===== src/rtl/ber_ref_fifo.sv =====
// Reference-bit FIFO, first-word-fall-through head, one extra pointer bit for full/empty.
module ber_ref_fifo #(
  parameter int unsigned DEPTH = 64
) (
  input  logic clk,
  input  logic rst,
  input  logic flush_i,
  input  logic push_i,
  input  logic pop_i,
  input  logic din_i,
  output logic full_c_o,
  output logic empty_c_o,
  output logic head_c_o
);

  localparam int unsigned AW = $clog2(DEPTH);

  logic [AW:0]      wr_q, wr_d, rd_q, rd_d;
  logic [DEPTH-1:0] mem_q;
  logic             do_push, do_pop;

  assign empty_c_o = (wr_q == rd_q);
  assign full_c_o  = (wr_q[AW] != rd_q[AW]) && (wr_q[AW-1:0] == rd_q[AW-1:0]);
  assign head_c_o  = mem_q[rd_q[AW-1:0]];
  // pop frees the slot first, so push on full is accepted when paired with a pop
  assign do_pop    = pop_i && !empty_c_o;
  assign do_push   = push_i && (!full_c_o || do_pop);

  // Pointer next-state; flush empties the FIFO
  always_comb begin
    wr_d = wr_q;
    rd_d = rd_q;
    if (flush_i) begin
      wr_d = '0;
      rd_d = '0;
    end else begin
      if (do_push) wr_d = wr_q + (AW+1)'(1);
      if (do_pop)  rd_d = rd_q + (AW+1)'(1);
    end
  end

  // Pointer registers
  always_ff @(posedge clk or posedge rst) begin
    if (rst) begin
      wr_q <= '0;
      rd_q <= '0;
    end else begin
      wr_q <= wr_d;
      rd_q <= rd_d;
    end
  end

  // Storage write; contents are don't-care while the FIFO is empty
  always_ff @(posedge clk) begin
    if (do_push && !flush_i) mem_q[wr_q[AW-1:0]] <= din_i;
  end

endmodule


===== config.mk =====
export PLATFORM = sky130hd
export DESIGN_NAME = ber_ref_fifo
export DESIGN_NICKNAME = d
export VERILOG_FILES = /design/src/rtl/ber_ref_fifo.sv
export SDC_FILE = /design/constraint.sdc
export NUM_CORES = 1
export LEC_CHECK = 0
export CAP_MARGIN = 20
export CORE_UTILIZATION = 55
export CTS_CLUSTER_SIZE = 25
export DETAILED_ROUTE_END_ITERATION = 6
export GPL_ROUTABILITY_DRIVEN = 0
export PLACE_DENSITY = 0.72
export SLEW_MARGIN = 20
export SYNTH_ARGS = -nofsm -noshare
export SYNTH_HDL_FRONTEND = slang
export SYNTH_SLANG_ARGS = --single-unit

===== constraint.sdc =====
create_clock -name clk -period 3.95 [get_ports clk]
set_input_delay 0.5925 -clock clk [delete_from_list [all_inputs] [get_ports clk]]
set_output_delay 0.5925 -clock clk [all_outputs]
set_load 0.01 [all_outputs]

# Word-level counts from Yosys, hierarchy flattened
# Index checks and enable logic that the tools add are counted.
# op_classes
n_addsub,2
order_cmp,3
n_eq_ne,3
muxes,9
n_reduce_logical,11
# op_table
op,n
64-bit bitwise mux,1
7-bit two-way mux,4
7-bit by 1-bit adder with 7-bit output (second input constant),2
6-bit by 7-bit < comparator with 1-bit output (second input constant),2
7-bit == test,1
1-bit binary-select mux with 6-bit select,1
1-bit demux with 6-bit select,1
6-bit == test,1
6-bit by 1-bit >= comparator with 1-bit output (second input constant),1
1-bit logical AND,5
2-bit nonzero test,2
1-bit logical NOT,3
1-bit two-way mux,2
1-bit logical OR,1
1-bit != test,1
# word_totals
regBits,78
in_bits,6
output_inout_bits,3
wordCells,31

# Longest topological paths before layout
# Gate-level depths: netlist (run 1).
# depth
word_depth,7
mapped_depth,7
depth_no_buf,6

# Least setup slack after synthesis (run 1)
# Ideal clock, no wire load.
# synth_path
path_kind,register -> output
startpoint,register rd_q[1]
endpoint,output port head_c_o
t_arrival_ns,1.651
required_ns,3.357
setup_slack_ns,1.707
stages_incl_launch_ff,8
path_buffers,2
path_cell_list,dfrtp_1 > buf_4 > buf_4 > inv_1 > o311ai_0 > a211o_1 > o21ai_0 > o31ai_1
# synth_via
elab_chain_len,2
# synth_rtl
element,line,source
from (decl),18,"logic [AW:0] wr_q, wr_d, rd_q, rd_d;"
from (signal assigned),49,rd_q <= rd_d;
1-bit binary-select mux with 6-bit select,24,assign head_c_o = mem_q[rd_q[AW-1:0]];
1-bit two-way mux (implied by the code),24,
to (decl),13,output logic head_c_o
# Every way passes these cells. The select of a mux whose other input is x is not followed.

# Worst setup path in the final report (run 1)
# layout_path
startpoint,register rd_q[2]
endpoint,output port head_c_o
# Same word-level chain as after synthesis.

==> flow_summary.toml, run 1 <==
[status]
status = "completed"

[clock_tree]
clockBufferDepth = 2
cts_tree = "done"
cts_root_buffer = "clkbuf_8"
postCtsSetupBuffers = 0
clock_sinks = 78
cts_buffers = 9
cts_hold_buffers = 0
clk_pin_slew_ps = 90
htree_levels = 3
ctsResizeCount = 0
insertion_delay_ps = 360

[synth]
syn_nets = 321
async_flop_share = 0.1795
synthFlopType = "edfxtp_1"
synth_area_um2 = 3856
ys_ff_latch = 78
postSynthCellCount = 313
ys_seq_area_frac = 0.5892
synth_edf_count = 64
post_synth_num_cell_types = 48
avgSynthCellArea_um2 = 12.32
yosysWarnings = 0

[setup_path]
cp-start-kind = "flip-flop"
crit_path_max_fanout = 22
worstSetupPathType = "flip-flop to output port"
endpoint_kind = "output port"
r2r_end = "mem_q[30]$_DFFE_PP_"
cp.required_ps = 3360
r2r_start = "rd_q[0]$_DFFE_PP0P_"
cp.arrival_ps = 2870
reg2regPathDepth = 6
rrSetupSlack_ps = 1290

[drt]
dr.pass1.iters = 4
wl_per_cell_um = 18.99
via_per_inst = 5.911
vias = 2465
ant_nets = 0
drcViolationCount = 0
drtIter0Drc = 177
wl_um = 7917

[final_layout]
drive_above_1_share = 0.1495
diodes = 0
layoutNonFillerInstCount = 417
fin_nets = 324
final_area_um2 = 4197
syn_to_final_growth_pct = 8.825

[global_route]
grt_max_degree = 65
first_global_vias = 2458
grtUsageTotal = 0.2407
antenna_found_initial = 0
overflow = 0
grt_pass1_wl_um = 12810

[sta]
clock_skew_ps = 12.50
period_needed_ps = 3463
max_freq_mhz = 288.8
post-route-period-util = 0.8767
slew_headroom = 0.3819
worstMarginPinSlew_ps = 927.2
rsz0062_at_grt = "false"
setup-tns-final_ps = 0
setup_slack_ps = 487.2
final-setup-viol-count = 0
hold_violations = 0
slew_violations = 0

[pwr]
p_leak_nw = 1.282
power_mw = 1.753
vdd_drop_max_uv = 263.1
power.density_nw_per_um2 = 417.8

[placed_design]
placed_area_um2 = 3983
port_buffers = 8
dp.cells = 401
hpwl_um = 4871
pre_cts_ws_ps = 851.2

[floorplanning]
num_rows = 30
die_w_um = 85.74
core_area_um2 = 6794
initial_core_util = 0.5676
die_h_um = 85.74
ioPinCount = 9
die_area_um2 = 7350

[flow_run]
cap_violations = 0

[min_path]
min_path_type = "primary input to async pin"
==> critical path, cell delays in order, from the launching register on <==
cell and delay (ps):
dfrtp_1 950, mux2i_1 270, o22ai_1 90, or4b_1 450
o21ai_0 170, o31ai_1 90, clkdlybuf4s50_1 490
==> metal layers <==
metal  vias to the layer above  wire length, µm  GRT usage
li1                       1150                -          -
met1                      1248             3361     0.3327
met2                        57             3990     0.3825
met3                        10              430    0.03176
met4                         0              135     0.1152
met5                         -                0          0
==> sequential cells by signal, summed over array words and instances (netlist names) <==
signal / cells
wr_q: 7
mem_q: 64
rd_q: 7
==> placed cells by master (no fill, tap or decap), drive strengths merged, types with 3 or more instances in the layout <==
cell type       n
nand2b          5
a21oi           9
o21ai           9
inv             5
clkdlybuf4s50   8
or4             4
mux4           11
nor2           80
o31ai           7
xnor2           7
mux2i          10
dfrtp          14
nand2          13
edfxtp         64
nand3           9
clkbuf         10
buf             5
xor2            3
nand3b          4
nand4           4
clkinv          3
or3             7
==> where the power goes <==
part           total [mW]  switching (mW)  leakage, nW  internal (mW)
registers           0.923          0.0275        0.769          0.896
clock network       0.647           0.293        0.106          0.355
logic               0.183          0.0957        0.407         0.0869
==> kinds of logic after synthesis <==
group | share of synthesized area
compound gates | 0.06587
xor+xnor | 0.02855
buf+inv | 0.03375
fa+ha+maj | 0.006488
mux | 0.09312
flops | 0.5892
simple gates | 0.1830
==> per-stage QoR <==
step	util	hold WS [ps]
after floorplan	-	481.7
after global placement	0.5862	598.2
after detailed placement	0.5862	631.4
after CTS	0.6177	602.9
after global routing	0.6177	661.8
final	0.6177	578.1
==> synth_stat cells, types with 3 or more instances <==
cell type   n  area [µm²]
nor2_1     80       300.3
nand3_2     4       40.04
mux2i_1    10       100.1
edfxtp_1   64        1922
buf_4       5       37.54
nand3_1     5       25.02
dfrtp_1    14       350.3
nand3b_1    4       30.03
xnor2_1     5       43.79
buf_2       5       25.02
inv_1       5       18.77
nand2b_1    5       31.28
or3_1       7       43.79
nand2_1    12       45.04
clkbuf_1    7       26.28
o31ai_1     5       37.54
nand4_1     3       18.77
mux4_2     11       247.7
o21ai_0     9       45.04
or4_1       4       30.03
buf_1       3       11.26
a21oi_1     9       45.04
==> how the worst max path moves through the flow <==
stage | cells after the start | slack, ps | startpoint | end
CTS | 6 | 470 | rd_q[2]$_DFFE_PP0P_ | head_c_o
global route | 7 | 310 | rd_q[1]$_DFFE_PP0P_ | head_c_o
global placement | 6 | 830 | rd_q[2]$_DFFE_PP0P_ | head_c_o
finish | 6 | 490 | rd_q[2]$_DFFE_PP0P_ | head_c_o
floorplan | 7 | 1710 | rd_q[1]$_DFFE_PP0P_ | head_c_o
detailed placement | 6 | 850 | rd_q[2]$_DFFE_PP0P_ | head_c_o
==> final cells by class <==
cell class / count / area [µm²]
clock buffer: 10 / 127.6
clock inverter: 6 / 86.33
fill: 539 / 2597
inverter: 5 / 18.77
multi-input combinational: 209 / 1454
sequential: 78 / 2272
tap: 96 / 120.1
timing repair buffer: 13 / 117.6
No activity file was read; power rests on OpenSTA's default activity.
==> run 2, diff against run 1 <==
--- a/config.mk
+++ b/config.mk
@@ -10,6 +10,7 @@
 export CTS_CLUSTER_SIZE = 25
 export DETAILED_ROUTE_END_ITERATION = 6
 export GPL_ROUTABILITY_DRIVEN = 0
+export GPL_TIMING_DRIVEN = 0
 export PLACE_DENSITY = 0.72
 export SLEW_MARGIN = 20
 export SYNTH_ARGS = -nofsm -noshare
==> run 2 against run 1 <==
  * Global-route usage decreased by 0.42 points
  * Die area unchanged
  * Cell count increased by 4.1%
  * Sequential share of layout area decreased by 0.51 points
  * Combinational power increased by 14%
  * Worst setup slack improved by 110 ps
  * Via count increased by 2.8%
  * Flip-flop and latch count unchanged
  * Clock power decreased by 21%
  * Total power decreased by 7.3%
  * Count of clock-buffer cells in the layout decreased by 1
  * Hold slack improved by 28 ps
  * Critical endpoint unchanged
  * Largest power group unchanged
==> flow_summary.toml, run 2 (synthesis gave the netlist of run 1 again) <==
[sta]
period_needed_ps = 3352
worstMarginPinSlew_ps = 579.8
post-route-period-util = 0.8486
hold_violations = 0
setup_slack_ps = 597.9
slew_violations = 0
clock_skew_ps = 4.385
max_freq_mhz = 298.3
setup-tns-final_ps = 0
slew_headroom = 0.6130
final-setup-viol-count = 0
rsz0062_at_grt = "false"

[global_route]
grt_pass1_wl_um = 12640
grtUsageTotal = 0.2365
overflow = 0
grt_max_degree = 44
antenna_found_initial = 0
first_global_vias = 2460

[floorplanning]
num_rows = 30
initial_core_util = 0.5676
die_h_um = 85.74
die_area_um2 = 7350
core_area_um2 = 6794
die_w_um = 85.74
ioPinCount = 9

[status]
status = "completed"

[drt]
wl_per_cell_um = 18.08
drtIter0Drc = 170
dr.pass1.iters = 4
wl_um = 7846
drcViolationCount = 0
via_per_inst = 5.839
ant_nets = 0
vias = 2534

[final_layout]
syn_to_final_growth_pct = 9.864
utilization = 0.6236
drive_above_1_share = 0.1627
diodes = 0
fin_nets = 341
largest_reg_flops = 64
layout_common_cells = "80 x nor2_1, 64 x edfxtp_1, 14 x dfrtp_1, 12 x nand2_1, 11 x mux4_2"
layout_commonest_cell = "nor2_1"
final_area_um2 = 4237

[clock_tree]
clockBufferDepth = 2
clk_pin_slew_ps = 80
ctsResizeCount = 0
cts_hold_buffers = 0
cts_tree = "done"
htree_levels = 3
cts_root_buffer = "clkbuf_8"
postCtsSetupBuffers = 0
clock_sinks = 78
insertion_delay_ps = 340
cts_buffers = 9

[pwr]
power_mw = 1.625
p_leak_nw = 1.305
power.density_nw_per_um2 = 383.5
vdd_drop_max_uv = 247.4

[setup_path]
cp-start-kind = "flip-flop"
worstSetupPathType = "flip-flop to output port"
cp.arrival_ps = 2760
r2r_end = "mem_q[35]$_DFFE_PP_"
r2r_start = "rd_q[2]$_DFFE_PP0P_"
worst-path-buf-inv = 3
endpoint_kind = "output port"
critPathTopFamily = "buffers and inverters"
path_cells = "buf_2, clkbuf_1, nand3_1, o22ai_1, o31ai_1, o31ai_1, clkdlybuf4s50_1"
crit_path_max_fanout = 10
critPathMaxStageDelay_ps = 580
cp_slowest_cell = "clkdlybuf4s50_1"
cpMostUsedCell = "o31ai_1"
reg2regPathDepth = 6
cp.required_ps = 3360
rrSetupSlack_ps = 1840

[placed_design]
placed_area_um2 = 4071
port_buffers = 8
pre_cts_ws_ps = 987.4
hpwl_um = 5256

[min_path]
min_path_type = "primary input to async pin"

[flow_run]
cap_violations = 0
run 2: cell types whose count changed in the layout (fill, tap and decap cells not counted), sizes merged:
cell           previous run  this run
bufinv                    2         0
clkbuf                   10        16
buf                       5        16
clkinv                    3         5
clkdlybuf4s50             8         7
clkinvlp                  1         2
run 2: worst max path at each step:
stage	depth (start not counted)	from	slack, ps	to
6_report	7	rd_q[0]$_DFFE_PP0P_	600	head_c_o
3_5_place_dp	7	rd_q[0]$_DFFE_PP0P_	990	head_c_o
3_3_place_gp	7	rd_q[0]$_DFFE_PP0P_	980	head_c_o
5_1_grt	7	rd_q[0]$_DFFE_PP0P_	490	head_c_o
4_1_cts	7	rd_q[0]$_DFFE_PP0P_	600	head_c_o
2_1_floorplan	7	rd_q[1]$_DFFE_PP0P_	1710	head_c_o
run 2: layout make-up:
| class | instances | area [µm²] |
|---|---|---|
| clock inverters | 7 | 41.29 |
| repair buffers | 9 | 95.09 |
| clock buffers | 9 | 123.9 |
| plain buffers | 21 | 111.4 |
| inverters | 5 | 18.77 |
| flip-flops and latches | 78 | 2272 |
| multi-input cells | 209 | 1454 |
| fillers | 543 | 2557 |
| well taps | 96 | 120.1 |
run 2: metrics by stage:
stage               cells  hold slack, ps
global placement      417           605.8
detailed placement    418           617.3
CTS                   434           617.0
finish                434           605.8
global route          434           644.0
floorplan             313           481.7
run 2: where the power goes:
group | internal, mW | switching [mW]
logic | 0.0891 | 0.119
clock network | 0.222 | 0.289
registers | 0.896 | 0.00934
total | 1.21 | 0.417
run 2: worst register-to-register path, stage by stage, from the launching register on:
cell	delay [ps]
dfrtp_1	360
buf_4	190
xnor2_2	210
nand4_4	190
o31ai_4	370
nand3b_1	420
nor2_1	110
run 2: layer usage:
| metal | part of all wire | global-route usage |
|---|---|---|
| met5 | 0 | 0 |
| met4 | 0.017 | 0.08939 |
| met3 | 0.052 | 0.04139 |
| met2 | 0.47 | 0.3782 |
| met1 | 0.46 | 0.3278 |
